==> config.mk <==
export PLATFORM = sky130hd
export DESIGN_NAME = shift_reg_univ_flat
export DESIGN_NICKNAME = d
export VERILOG_FILES = /design/src/rtl/shift_reg_univ_if.sv /design/src/rtl/shift_reg_univ.sv /design/src/flat_wrapper.sv
export SDC_FILE = /design/constraint.sdc
export NUM_CORES = 1
export LEC_CHECK = 0
export CORE_MARGIN = 4
export CORE_UTILIZATION = 39
export DETAILED_ROUTE_END_ITERATION = 10
export GPL_ROUTABILITY_DRIVEN = 0
export GPL_TIMING_DRIVEN = 0
export PLACE_DENSITY = 0.73
export SYNTH_ARGS = -nofsm -noshare
export SYNTH_HDL_FRONTEND = slang
export SYNTH_SLANG_ARGS = --single-unit
==> constraint.sdc <==
create_clock -name clk -period 1.27 [get_ports clk]
set_input_delay 0.127 -clock clk [delete_from_list [all_inputs] [get_ports clk]]
set_output_delay 0.127 -clock clk [all_outputs]
set_load 0.02 [all_outputs]
==> src/rtl/shift_reg_univ_if.sv <==
// Bus bundle for shift_reg_univ.
// Carries the rot input only when SHIFTREG_ROTATE_EN is defined.
interface shift_reg_univ_if #(
  parameter int WIDTH = 8
) ();
  logic             Din;
  logic             shift_ena;
  logic             dir;
  logic             load;
  logic [WIDTH-1:0] Pin;
  logic             start;
`ifdef SHIFTREG_ROTATE_EN
  logic             rot;
`endif
  logic             Qout;
  logic [WIDTH-1:0] Pout;
  logic             busy;
  logic             done;

  modport master (
    output Din, shift_ena, dir, load, Pin, start,
`ifdef SHIFTREG_ROTATE_EN
    output rot,
`endif
    input  Qout, Pout, busy, done
  );

  modport slave (
    input  Din, shift_ena, dir, load, Pin, start,
`ifdef SHIFTREG_ROTATE_EN
    input  rot,
`endif
    output Qout, Pout, busy, done
  );
endinterface

==> src/rtl/shift_reg_univ.sv <==
// Universal shift register: load, manual shift, autonomous burst.
// Optional rotate mode via SHIFTREG_ROTATE_EN.
module shift_reg_univ #(
  parameter int              WIDTH   = 8,
  parameter logic [WIDTH-1:0] RST_VAL = '0
) (
  input  logic           clk,
  input  logic           rst,
  shift_reg_univ_if.slave bus
);
  localparam int CNT_W = $clog2(WIDTH + 1);

  logic [WIDTH-1:0] q;
  logic [CNT_W-1:0] cnt;
  logic             busy_r;
  logic             done_r;
  logic             dir_l;
  logic             eff_dir;
  logic             exit_bit;
  logic             in_bit;
  logic [WIDTH-1:0] shifted;

  assign eff_dir  = busy_r ? dir_l : bus.dir;
  assign exit_bit = eff_dir ? q[0] : q[WIDTH-1];

`ifdef SHIFTREG_ROTATE_EN
  assign in_bit = bus.rot ? exit_bit : bus.Din;
`else
  assign in_bit = bus.Din;
`endif

  assign shifted = eff_dir ? {in_bit, q[WIDTH-1:1]}
                           : {q[WIDTH-2:0], in_bit};

  always_ff @(posedge clk) begin
    if (!rst) begin
      q      <= RST_VAL;
      cnt    <= '0;
      busy_r <= 1'b0;
      done_r <= 1'b0;
      dir_l  <= 1'b0;
    end else begin
      done_r <= 1'b0;
      if (busy_r) begin
        q   <= shifted;
        cnt <= cnt - CNT_W'(1);
        if (cnt == CNT_W'(1)) begin
          busy_r <= 1'b0;
          done_r <= 1'b1;
        end
      end else begin
        priority case (1'b1)
          bus.load: q <= bus.Pin;
          bus.start: begin
            dir_l  <= bus.dir;
            cnt    <= CNT_W'(WIDTH);
            busy_r <= 1'b1;
          end
          bus.shift_ena: q <= shifted;
          default: ;
        endcase
      end
    end
  end

  assign bus.Qout = exit_bit;
  assign bus.Pout = q;
  assign bus.busy = busy_r;
  assign bus.done = done_r;
endmodule
==> src/flat_wrapper.sv <==
// flat-port wrapper written by rule: the top's interface ports become plain ports
module shift_reg_univ_flat 
#(
  parameter int              WIDTH   = 8,
  parameter logic [WIDTH-1:0] RST_VAL = '0
)
  (clk, rst, bus_Din, bus_shift_ena, bus_dir, bus_load, bus_Pin, bus_start, bus_Qout, bus_Pout, bus_busy, bus_done);
  shift_reg_univ_if #(.WIDTH(WIDTH)) bus_i ();
  input  logic clk;
  input  logic rst;
  input wire logic [$bits(bus_i.Din)-1:0] bus_Din;
  input wire logic [$bits(bus_i.shift_ena)-1:0] bus_shift_ena;
  input wire logic [$bits(bus_i.dir)-1:0] bus_dir;
  input wire logic [$bits(bus_i.load)-1:0] bus_load;
  input wire logic [$bits(bus_i.Pin)-1:0] bus_Pin;
  input wire logic [$bits(bus_i.start)-1:0] bus_start;
  output wire logic [$bits(bus_i.Qout)-1:0] bus_Qout;
  output wire logic [$bits(bus_i.Pout)-1:0] bus_Pout;
  output wire logic [$bits(bus_i.busy)-1:0] bus_busy;
  output wire logic [$bits(bus_i.done)-1:0] bus_done;
  assign bus_i.Din = bus_Din;
  assign bus_i.shift_ena = bus_shift_ena;
  assign bus_i.dir = bus_dir;
  assign bus_i.load = bus_load;
  assign bus_i.Pin = bus_Pin;
  assign bus_i.start = bus_start;
  assign bus_Qout = bus_i.Qout;
  assign bus_Pout = bus_i.Pout;
  assign bus_busy = bus_i.busy;
  assign bus_done = bus_i.done;
  shift_reg_univ #(.WIDTH(WIDTH), .RST_VAL(RST_VAL)) u_core (.clk(clk), .rst(rst), .bus(bus_i));
endmodule
Word-level counts from Yosys, hierarchy flattened --
Cells that the tools add are included.
Storage, ports and cells: flip-flop bits (word level) 15, input port bits 15, word-level logic and storage cells 32
Cells by class: $add $sub $neg 1, eq/ne operators 3, mux-type cells 15, bitwise operators 2, reductions and logical operators 6
Operator list (number):
- two-way mux 8 bit | 5
- two-way mux 4 bit | 3
- two-way mux 1 bit | 7
- AND reduction 2 bit | 3
- == test 4 x 1 -> 1 bit, second input constant | 1
- subtractor 4 x 1 -> 4 bit, second input constant | 1
- != test 3 x 2 -> 1 bit, second input constant | 1
- AND reduction 3 bit | 1
- nonzero test 3 bit | 1
- != test 2 x 1 -> 1 bit, second input constant | 1
- inverter 1 bit | 2
- nonzero test 2 bit | 1

Depth between registers and ports, before layout --
Gate-level depths: netlist (run 1).
word-level depth 6, mapped depth 5

Least setup slack after synthesis (run 1) --
Ideal clock, no wire load.
path kind register to output, from register u_core.busy_r, in the netlist u_core.bus.busy, to output bus_Qout, data arrival time 1.350 ns, required time 1.143 ns, slack -0.207 ns, cell stages (with the launch flop) 4, buffers on the path 1, cells stage by stage dfxtp_1 > buf_6 > mux2i_1 > mux2_1
On the way: word-level cells in the longest chain between the ends 2
Ends and longest elaborated chain:
- start: declaration | RTL line shift_reg_univ.sv:15 | logic busy_r;
- start signal: assignment | RTL line shift_reg_univ.sv:39 | busy_r <= 1'b0;
- start signal: assignment | RTL line shift_reg_univ.sv:48 | busy_r <= 1'b0;
- start signal: assignment | RTL line shift_reg_univ.sv:57 | busy_r <= 1'b1;
- two-way mux 1 bit | RTL line shift_reg_univ.sv:23 | assign eff_dir = busy_r ? dir_l : bus.dir;
- two-way mux 1 bit | RTL line shift_reg_univ.sv:24 | assign exit_bit = eff_dir ? q[0] : q[WIDTH-1];
- end: declaration | RTL line flat_wrapper.sv:17 | output wire logic [$bits(bus_i.Qout)-1:0] bus_Qout;
Every way passes these cells.

Worst setup path in the final report (run 1) --
Same ends and word-level chain as after synthesis.

==> results.yml, run 1 <==
floorplanning:
  initial_utilization: 0.428
  io-pin-count: 26
  die_w_um: 52.5
  rows: 15
  die_y_um: 52.5
  core_area_sq_um: 1800
  die_area_sq_um: 2760
timing:
  max_slew_margin: 0.779
  layout_setup_ws_ps: -233
  fin_worst_skew_ps: 12.8
  fmax_ghz: 0.665
  tightestPinTransition_ps: 332
  finalMaxSlewViolations: 0
  rsz0062_at_grt: "true"
  hold_viol_final: 0
  min_period_over_period: 1.18
  min_period_ps: 1500
  finalSetupViolations: 1
detailed_routing:
  wl_per_cell_um: 13.6
  vias_per_cell: 5.37
  routed_wl_um: 1970
  first_iter_violations: 11
  ant_nets: 0
  firstDrtPassIters: 4
  vias: 779
  drc: 0
synth:
  synth_area_leader_cell: "dfxtp_1"
  synth-seq-area-share: 0.389
  syn_inst: 88
  synth_compound_area_frac: 0.361
  syn_avg_cell_area_sq_um: 8.77
  synth_mux_area_frac: 0.0535
  synth_fa_ha_area_frac: 0.0324
  synth_top_area_frac: 0.389
  ys_warn_count: 0
  ys_seq_elements: 15
  synth_xor_xnor_area_share: 0
  synth_top_family_by_area: "compound AO/OA/AOI/OAI gates"
  syn_area_sq_um: 772
  yosys.area_share.simple: 0.120
  synth_area_leaders: "dfxtp_1, o21ai_0, a22oi_1"
  post_synth_num_cell_types: 28
  syn-num-nets: 105
critical_path:
  start_kind: "flop"
  required_ps: 1140
  reg2reg_depth: 6
  endpoint_kind: "output pin"
  reg2reg_from: "u_core.bus.busy"
  arrival_ps: 1380
  cp_max_fo: 2
  path_class: "flop to output pin"
  r2r_end: "u_core.bus.Pout[6]"
  r2r_slack_ps: 60
cts:
  clkTransAtPathRegs_ps: 90
  cts-htree-levels: 1
  cts_tree: "built"
  clock_latency_ps: 290
  cts-root-buf: "clkbuf_4"
  numCtsBuffers: 3
  clock_path_buffers: 2
  cts.sinks: 15
outcome:
  violations: "negative setup slack"
  status: "finished, violations left"
cells_and_area:
  insertedDiodeCount: 0
  drive_gt1_frac: 0.183
  regArea_sq_um: 304
  multiInputGateArea_sq_um: 484
  final.fill_count: 160
  synthToLayoutAreaGrowth_pct: 48.3
  postLayoutCoreUtil: 0.635
  nets: 138
global_routing:
  grt_usage: 0.168
  grt_start_max_net_pins: 11
  use_met1: 0.214
  antenna_found_initial: 0
  gr-usage-met3: 0.0285
  gr-usage-met2: 0.281
  grt_most_used_layer: "met2"
  grt_pass1_vias: 832
  grt_overflow: 0
  grt_pass1_wl_um: 3470
worst_hold_path:
  holdPathEnd: "u_core.bus.busy"
  hp-class: "input port to flop"
  worstHoldStart: "bus_load"
  hold_depth: 4
placement:
  portBuffers: 25
  hpwl_um: 1440
pwr:
  vdd_drop_max_uv: 669
  cellLeakagePower_nw: 0.465
  power_density_nw_per_um2: 1040
  power_mw: 1.19
job:
  maxCapViolations: 0
==> cell usage in the layout, fill, tap and decap left out, drive strengths merged, types with 5 or more instances in the layout <==
| master | synthesis | routed |
|---|---|---|
| dfxtp | 15 | 15 |
| buf | 1 | 5 |
| clkdlybuf4s50 | 0 | 13 |
| a21oi | 9 | 9 |
| inv | 5 | 5 |
| nand2 | 5 | 5 |
| clkbuf | 1 | 5 |
| o21ai | 20 | 20 |
| dlygate4sd2 | 0 | 8 |
| a22oi | 8 | 8 |
==> state kept, by name, indices dropped and copies added, names as in the netlist <==
| name | count |
|---|---|
| u_core.bus.Pout | 8 |
| u_core.bus.busy | 1 |
| u_core.bus.done | 1 |
| u_core.cnt | 4 |
| u_core.dir_l | 1 |
==> what timing repair did <==
item | in CTS | in global routing
cloned | 0 | 0
setup endpoints to repair | 16 | 11
hold buffers | 0 | 0
gates resized for setup | 17 | 12
pin swaps | 0 | 2
setup buffers | 2 | 1
==> synth_stat cells <==
cell,count
ha_1,2
buf_6,1
nand2_1,5
nor4b_2,1
a22oi_1,8
mux2i_1,3
and2_1,1
clkbuf_1,1
nor2b_1,2
nor2_2,1
o21ai_0,19
a22o_2,1
dfxtp_1,15
inv_1,4
inv_2,1
a21oi_1,9
nor2_1,1
a211oi_1,1
o21ai_1,1
a21boi_1,1
nand3_1,1
nor3_1,1
a21boi_0,2
o31ai_4,1
nand2b_1,2
a31oi_2,1
nand3b_1,1
mux2_1,1
==> power by group <==
group          switching (mW)  internal, mW  leakage, nW
combinational           0.181         0.175        0.322
sequential             0.0453         0.513        0.125
clock                   0.160         0.117       0.0177
==> layout make-up <==
type | instances | area share
plain buffers | 2 | 0.0131
clock buffers | 3 | 0.0197
repair buffers | 28 | 0.231
well taps | 25 | 0.0273
clock inverters | 1 | 0.00437
flip-flops and latches | 15 | 0.266
multi-input cells | 66 | 0.423
inverters | 5 | 0.0164
==> layer usage <==
layer,wire [um],part of all wire
met5,0,0
met4,0,0
met3,96,0.049
met2,948,0.48
met1,923,0.47
==> critical path: stages, from the launching register on <==
cell     delay (ps)
dfxtp_4         360
buf_6            90
mux2i_1         210
mux2_4          320
buf_6           130
==> how the worst max path moves through the flow <==
| stage | startpoint | endpoint | slack [ps] | cells after the start |
|---|---|---|---|---|
| CTS | u_core.bus.busy | bus_Qout | -250 | 4 |
| detailed placement | bus_dir | bus_Qout | -530 | 4 |
| global placement | bus_dir | bus_Qout | -540 | 4 |
| floorplan | u_core.bus.busy | bus_Qout | 10 | 3 |
| finish | u_core.bus.busy | bus_Qout | -230 | 4 |
| global route | u_core.bus.busy | bus_Qout | -270 | 4 |
==> through the flow <==
step / hold slack [ps] / TNS, ps / cell area [sq um] / setup slack, ps / instances
global placement: 481 / -3110 / 1060 / -543 / 138
CTS: 468 / -430 / 1100 / -253 / 144
finish: 398 / -233 / 1140 / -233 / 145
global route: 429 / -279 / 1140 / -270 / 145
floorplan: 252 / 0 / 776 / 12.8 / 88
detailed placement: 487 / -3090 / 1060 / -533 / 138
==> kinds of logic after synthesis <==
| logic type | Yosys count |
|---|---|
| flops | 15 |
| compound gates | 44 |
| fa+ha+maj | 2 |
| simple gates | 16 |
| buf+inv | 7 |
| mux | 4 |
No activity file was read; power rests on OpenSTA's default activity.
==> run 2: changes to the inputs <==
--- a/config.mk
+++ b/config.mk
@@ -5,12 +5,15 @@
 export SDC_FILE = /design/constraint.sdc
 export NUM_CORES = 1
 export LEC_CHECK = 0
+export CAP_MARGIN = 20
+export CELL_PAD_IN_SITES_DETAIL_PLACEMENT = 1
+export CELL_PAD_IN_SITES_GLOBAL_PLACEMENT = 1
 export CORE_MARGIN = 4
-export CORE_UTILIZATION = 39
+export CORE_UTILIZATION = 29
 export DETAILED_ROUTE_END_ITERATION = 10
 export GPL_ROUTABILITY_DRIVEN = 0
 export GPL_TIMING_DRIVEN = 0
-export PLACE_DENSITY = 0.73
+export PLACE_DENSITY_LB_ADDON = 0.1
 export SYNTH_ARGS = -nofsm -noshare
 export SYNTH_HDL_FRONTEND = slang
 export SYNTH_SLANG_ARGS = --single-unit
==> run 2 against run 1 <==
Compared with the run above:
- the run still ends with negative setup slack left
- first-iteration DRC count rose by 130%
- hold slack worse by 110 ps
- clock power is 2% lower
- register-to-register slack worse by 130 ps
- combinational power rose by 12%
- non-clock buffer count rose by 1
- global-route usage shrank 2.5 points
==> results.yml, run 2 (synthesis gave the netlist of run 1 again) <==
detailed_routing:
  first_iter_violations: 25
  ant_nets: 0
  wl_per_cell_um: 16.3
  routed_wl_um: 2460
  firstDrtPassIters: 4
  vias_per_cell: 5.42
  drc: 0
  vias: 818
critical_path:
  arrival_ps: 1410
  required_ps: 1140
  cp_max_fo: 2
  path_class: "flop to output pin"
  critPathMaxStageDelay_ps: 360
  path_cells: "buf_6 -> mux2i_2 -> mux2_4 -> buf_6"
  crit_slowest_cell: "dfxtp_4"
  cpLargestDelayFamily: "multiplexers"
  cp_common_cell: "buf_6"
  start_kind: "flop"
  endpoint_kind: "output pin"
  crit_buf_inv: 2
timing:
  hold_viol_final: 0
  layout_setup_ws_ps: -262
  rsz0062_at_grt: "true"
  tightestPinTransition_ps: 414
  fmax_ghz: 0.653
  finalSetupViolations: 8
  min_period_over_period: 1.21
  max_slew_margin: 0.724
  finalMaxSlewViolations: 0
  min_period_ps: 1530
  fin_worst_skew_ps: 3.99
cells_and_area:
  insertedDiodeCount: 0
  largest_register_ffs: 8
  nets: 139
  synthToLayoutAreaGrowth_pct: 56.7
  multiInputGateArea_sq_um: 519
  final.fill_count: 283
  final_cells: 151
  drive_gt1_frac: 0.215
  mostFrequentLayoutCells: "o21ai_0, dfxtp_1, clkdlybuf4s50_1, a21oi_1, dlygate4sd2_1"
  regArea_sq_um: 304
  layout_commonest_cell: "o21ai_0"
outcome:
  status: "finished, violations left"
  violations: "negative setup slack"
cts:
  clock_path_buffers: 2
  cts-root-buf: "clkbuf_4"
  cts.hold.buffers_added: 0
  cts_tree: "built"
  clock_latency_ps: 280
  cts-htree-levels: 1
  cts.sinks: 15
  numCtsBuffers: 3
  clkTransAtPathRegs_ps: 90
global_routing:
  grt_pass1_vias: 861
  grt_overflow: 0
  grt_start_max_net_pins: 11
  grt_usage: 0.144
  antenna_found_initial: 0
  grt_pass1_wl_um: 3860
placement:
  dp.cells: 143
  portBuffers: 25
  hpwl_um: 1700
pwr:
  power_mw: 1.23
  cellLeakagePower_nw: 0.486
  power_density_nw_per_um2: 1020
  vdd_drop_max_uv: 549
floorplanning:
  rows: 18
  die_y_um: 59.6
  io-pin-count: 26
  core_area_sq_um: 2500
  die_area_sq_um: 3550
  initial_utilization: 0.309
  die_w_um: 59.6
job:
  maxCapViolations: 0
worst_hold_path:
  hp-class: "input port to flop"
## run 2: per-stage QoR
step | utilization | worst slack [ps] | TNS (ps) | hold WS, ps | area, sq um
after floorplan | - | 12.8 | 0 | 252 | 776
after global placement | 0.425 | -553 | -3790 | 494 | 1060
after detailed placement | 0.425 | -573 | -4010 | 512 | 1060
after CTS | 0.443 | -272 | -983 | 475 | 1110
after global routing | 0.484 | -316 | -1030 | 319 | 1210
final | 0.484 | -262 | -448 | 284 | 1210
## run 2: layout make-up
cell class,instances,share of cell area
timing repair buffer,29,0.239
buffer,2,0.0124
tap,30,0.0310
clock buffer,4,0.0217
inverter,5,0.0155
sequential,15,0.251
multi-input combinational,66,0.429
## run 2: worst min-delay path, delay by kind of cell
family | cells | cell delay, ps
compound gates | 1 | 70
buf+inv | 1 | 210
simple gates | 1 | 110
## run 2: worst paths after layout
kind	start	to	slack, ps	cells past startpoint
max	u_core.bus.busy	bus_Qout	-260	4
min	bus_start	u_core.bus.busy	280	3
max reg2reg	u_core.bus.busy	u_core.bus.Pout[3]	-70	6
min reg2reg	u_core.cnt[3]	u_core.cnt[3]	530	2
## run 2: power breakdown
group	total, mW	internal, mW	leakage [nW]	switching [mW]
combinational	0.397	0.195	0.346	0.202
clock	0.271	0.122	0.0150	0.150
sequential	0.566	0.513	0.125	0.0533
## run 2: repair_timing
| action | in CTS | in global routing |
|---|---|---|
| setup buffers | 2 | 2 |
| cloned | 0 | 0 |
| gates resized for setup | 17 | 25 |
| endpoints found under the setup margin | 19 | 13 |
| pin swaps | 0 | 13 |
## run 2: layer usage
| layer | global-route usage | share of wire | up-vias | wire, um |
|---|---|---|---|---|
| met2 | 0.250 | 0.52 | 14 | 1280 |
| met3 | 0.0283 | 0.033 | 4 | 82 |
| met5 | 0 | 0 | - | 0 |
| met4 | 0.0538 | 0.018 | 0 | 44 |
| met1 | 0.173 | 0.43 | 405 | 1050 |
| li1 | - | - | 395 | - |
==> run 3: changes to the inputs <==
--- a/config.mk
+++ b/config.mk
@@ -14,6 +14,7 @@
 export GPL_ROUTABILITY_DRIVEN = 0
 export GPL_TIMING_DRIVEN = 0
 export PLACE_DENSITY_LB_ADDON = 0.1
+export SETUP_SLACK_MARGIN = 0.3
 export SYNTH_ARGS = -nofsm -noshare
 export SYNTH_HDL_FRONTEND = slang
 export SYNTH_SLANG_ARGS = --single-unit
==> run 3 against run 2 <==
Compared with the run above:
- the flow still finishes with violations (negative setup slack)
- design area up 7.1%
- utilization up 3.5 points
- clock skew up 4.0 ps
- clock-buffer cell count down 1
- sequential power about the same
- total power up 5.9%
- flip-flop and latch count unchanged
- global-route usage up 0.70 points
- non-clock buffer count up 8
- die area unchanged
- largest cell class unchanged
==> results.yml, run 3 (synthesis gave the netlist of run 1 again) <==
placement:
  portBuffers: 25
  dp.cells: 143
  detailed_place.area_sq_um: 1070
  post-place-ws_ps: -545
  hpwl_um: 1670
critical_path:
  reg2reg_depth: 7
  path_class: "flop to output pin"
  cp_max_fo: 2
  endpoint_kind: "output pin"
  start_kind: "flop"
  arrival_ps: 1410
  r2r_slack_ps: -230
  path_cells: "buf_8 -> mux2i_2 -> mux2_4 -> buf_6"
  crit_slowest_cell: "dfxtp_4"
  critPathMaxStageDelay_ps: 370
  required_ps: 1140
pwr:
  cellLeakagePower_nw: 0.508
  vdd_drop_max_uv: 550
  power_density_nw_per_um2: 1010
  power_mw: 1.31
timing:
  finalSetupViolations: 11
  fmax_ghz: 0.650
  rsz0062_at_grt: "true"
  hold_viol_final: 0
  min_period_ps: 1540
  layout_setup_ws_ps: -268
  fin_worst_skew_ps: 7.95
  min_period_over_period: 1.21
  finalMaxSlewViolations: 0
  tightestPinTransition_ps: 404
  max_slew_margin: 0.731
outcome:
  violations: "negative setup slack"
  status: "finished, violations left"
cells_and_area:
  mostFrequentLayoutCells: "o21ai_0, clkdlybuf4s50_1, buf_4"
  synthToLayoutAreaGrowth_pct: 67.9
  nets: 147
  finalInstanceArea_sq_um: 1300
  final_cells: 159
  postLayoutCoreUtil: 0.519
  final.fill_count: 298
  largest_register_ffs: 8
  insertedDiodeCount: 0
  drive_gt1_frac: 0.457
  layout_commonest_cell: "o21ai_0"
cts:
  cts-htree-levels: 1
  clkTransAtPathRegs_ps: 100
  clock_latency_ps: 290
  cts_tree: "built"
  clock_path_buffers: 2
  cts.sinks: 15
  numCtsBuffers: 3
  cts-root-buf: "clkbuf_4"
floorplanning:
  initial_utilization: 0.309
  die_y_um: 59.6
  rows: 18
  die_area_sq_um: 3550
  io-pin-count: 26
  core_area_sq_um: 2500
  die_w_um: 59.6
detailed_routing:
  ant_nets: 0
  wl_per_cell_um: 15.4
  first_iter_violations: 13
  routed_wl_um: 2440
  drc: 0
  firstDrtPassIters: 4
  vias_per_cell: 5.09
  vias: 810
job:
  maxCapViolations: 0
global_routing:
  grt_start_max_net_pins: 11
  grt_overflow: 0
  grt_pass1_vias: 838
  grt_pass1_wl_um: 3950
  antenna_found_initial: 0
  grt_usage: 0.151
worst_hold_path:
  hold_depth: 3
  hp-class: "input port to flop"
==> run 3: metrics by stage <==
stage	TNS, ps	hold WS, ps
detailed placement	-3840	494
CTS	-2220	354
finish	-1970	401
global placement	-3840	486
floorplan	0	252
global route	-2780	406
==> run 3: repair_timing <==
| action | CTS | global route |
|---|---|---|
| hold buffers | 0 | 0 |
| resized for setup | 81 | 20 |
| setup endpoints to repair | 24 | 25 |
| setup buffers | 5 | 7 |
| pin swaps | 5 | 3 |
==> run 3: final timing paths <==
check | from | to
worst max-delay path | u_core.bus.busy | bus_Qout
worst min-delay path | bus_start | u_core.bus.busy
worst max register to register | u_core.bus.busy | u_core.bus.Pout[2]
worst min register to register | u_core.dir_l | u_core.dir_l
==> run 3: worst max-delay path: cells and delay by family (launching register included) <==
kind,cells,cell delay [ps]
flops,1,370
buf+inv,2,220
mux,2,530
==> run 3: routing by layer <==
| layer | part of all wire | track usage |
|---|---|---|
| met5 | 0 | 0 |
| met4 | 0 | 0.0380 |
| met3 | 0.041 | 0.0349 |
| met2 | 0.55 | 0.287 |
| met1 | 0.40 | 0.164 |
==> run 3: where the power goes <==
group	switching (mW)	internal, mW	total, mW
clock	0.181	0.117	0.298
sequential	0.0472	0.518	0.565
combinational	0.209	0.236	0.445
total	0.437	0.871	1.31
==> run 3: layout make-up <==
class,count,area [sq um],share of cell area
Tap cell,30,37.5,0.0290
Sequential cell,15,324,0.250
Inverter,5,18.8,0.0145
Clock inverter,1,5.00,0.00386
Buffer,2,20.0,0.0154
Timing Repair Buffer,37,350,0.270
Multi-Input combinational cell,66,518,0.400
Clock buffer,3,22.5,0.0174
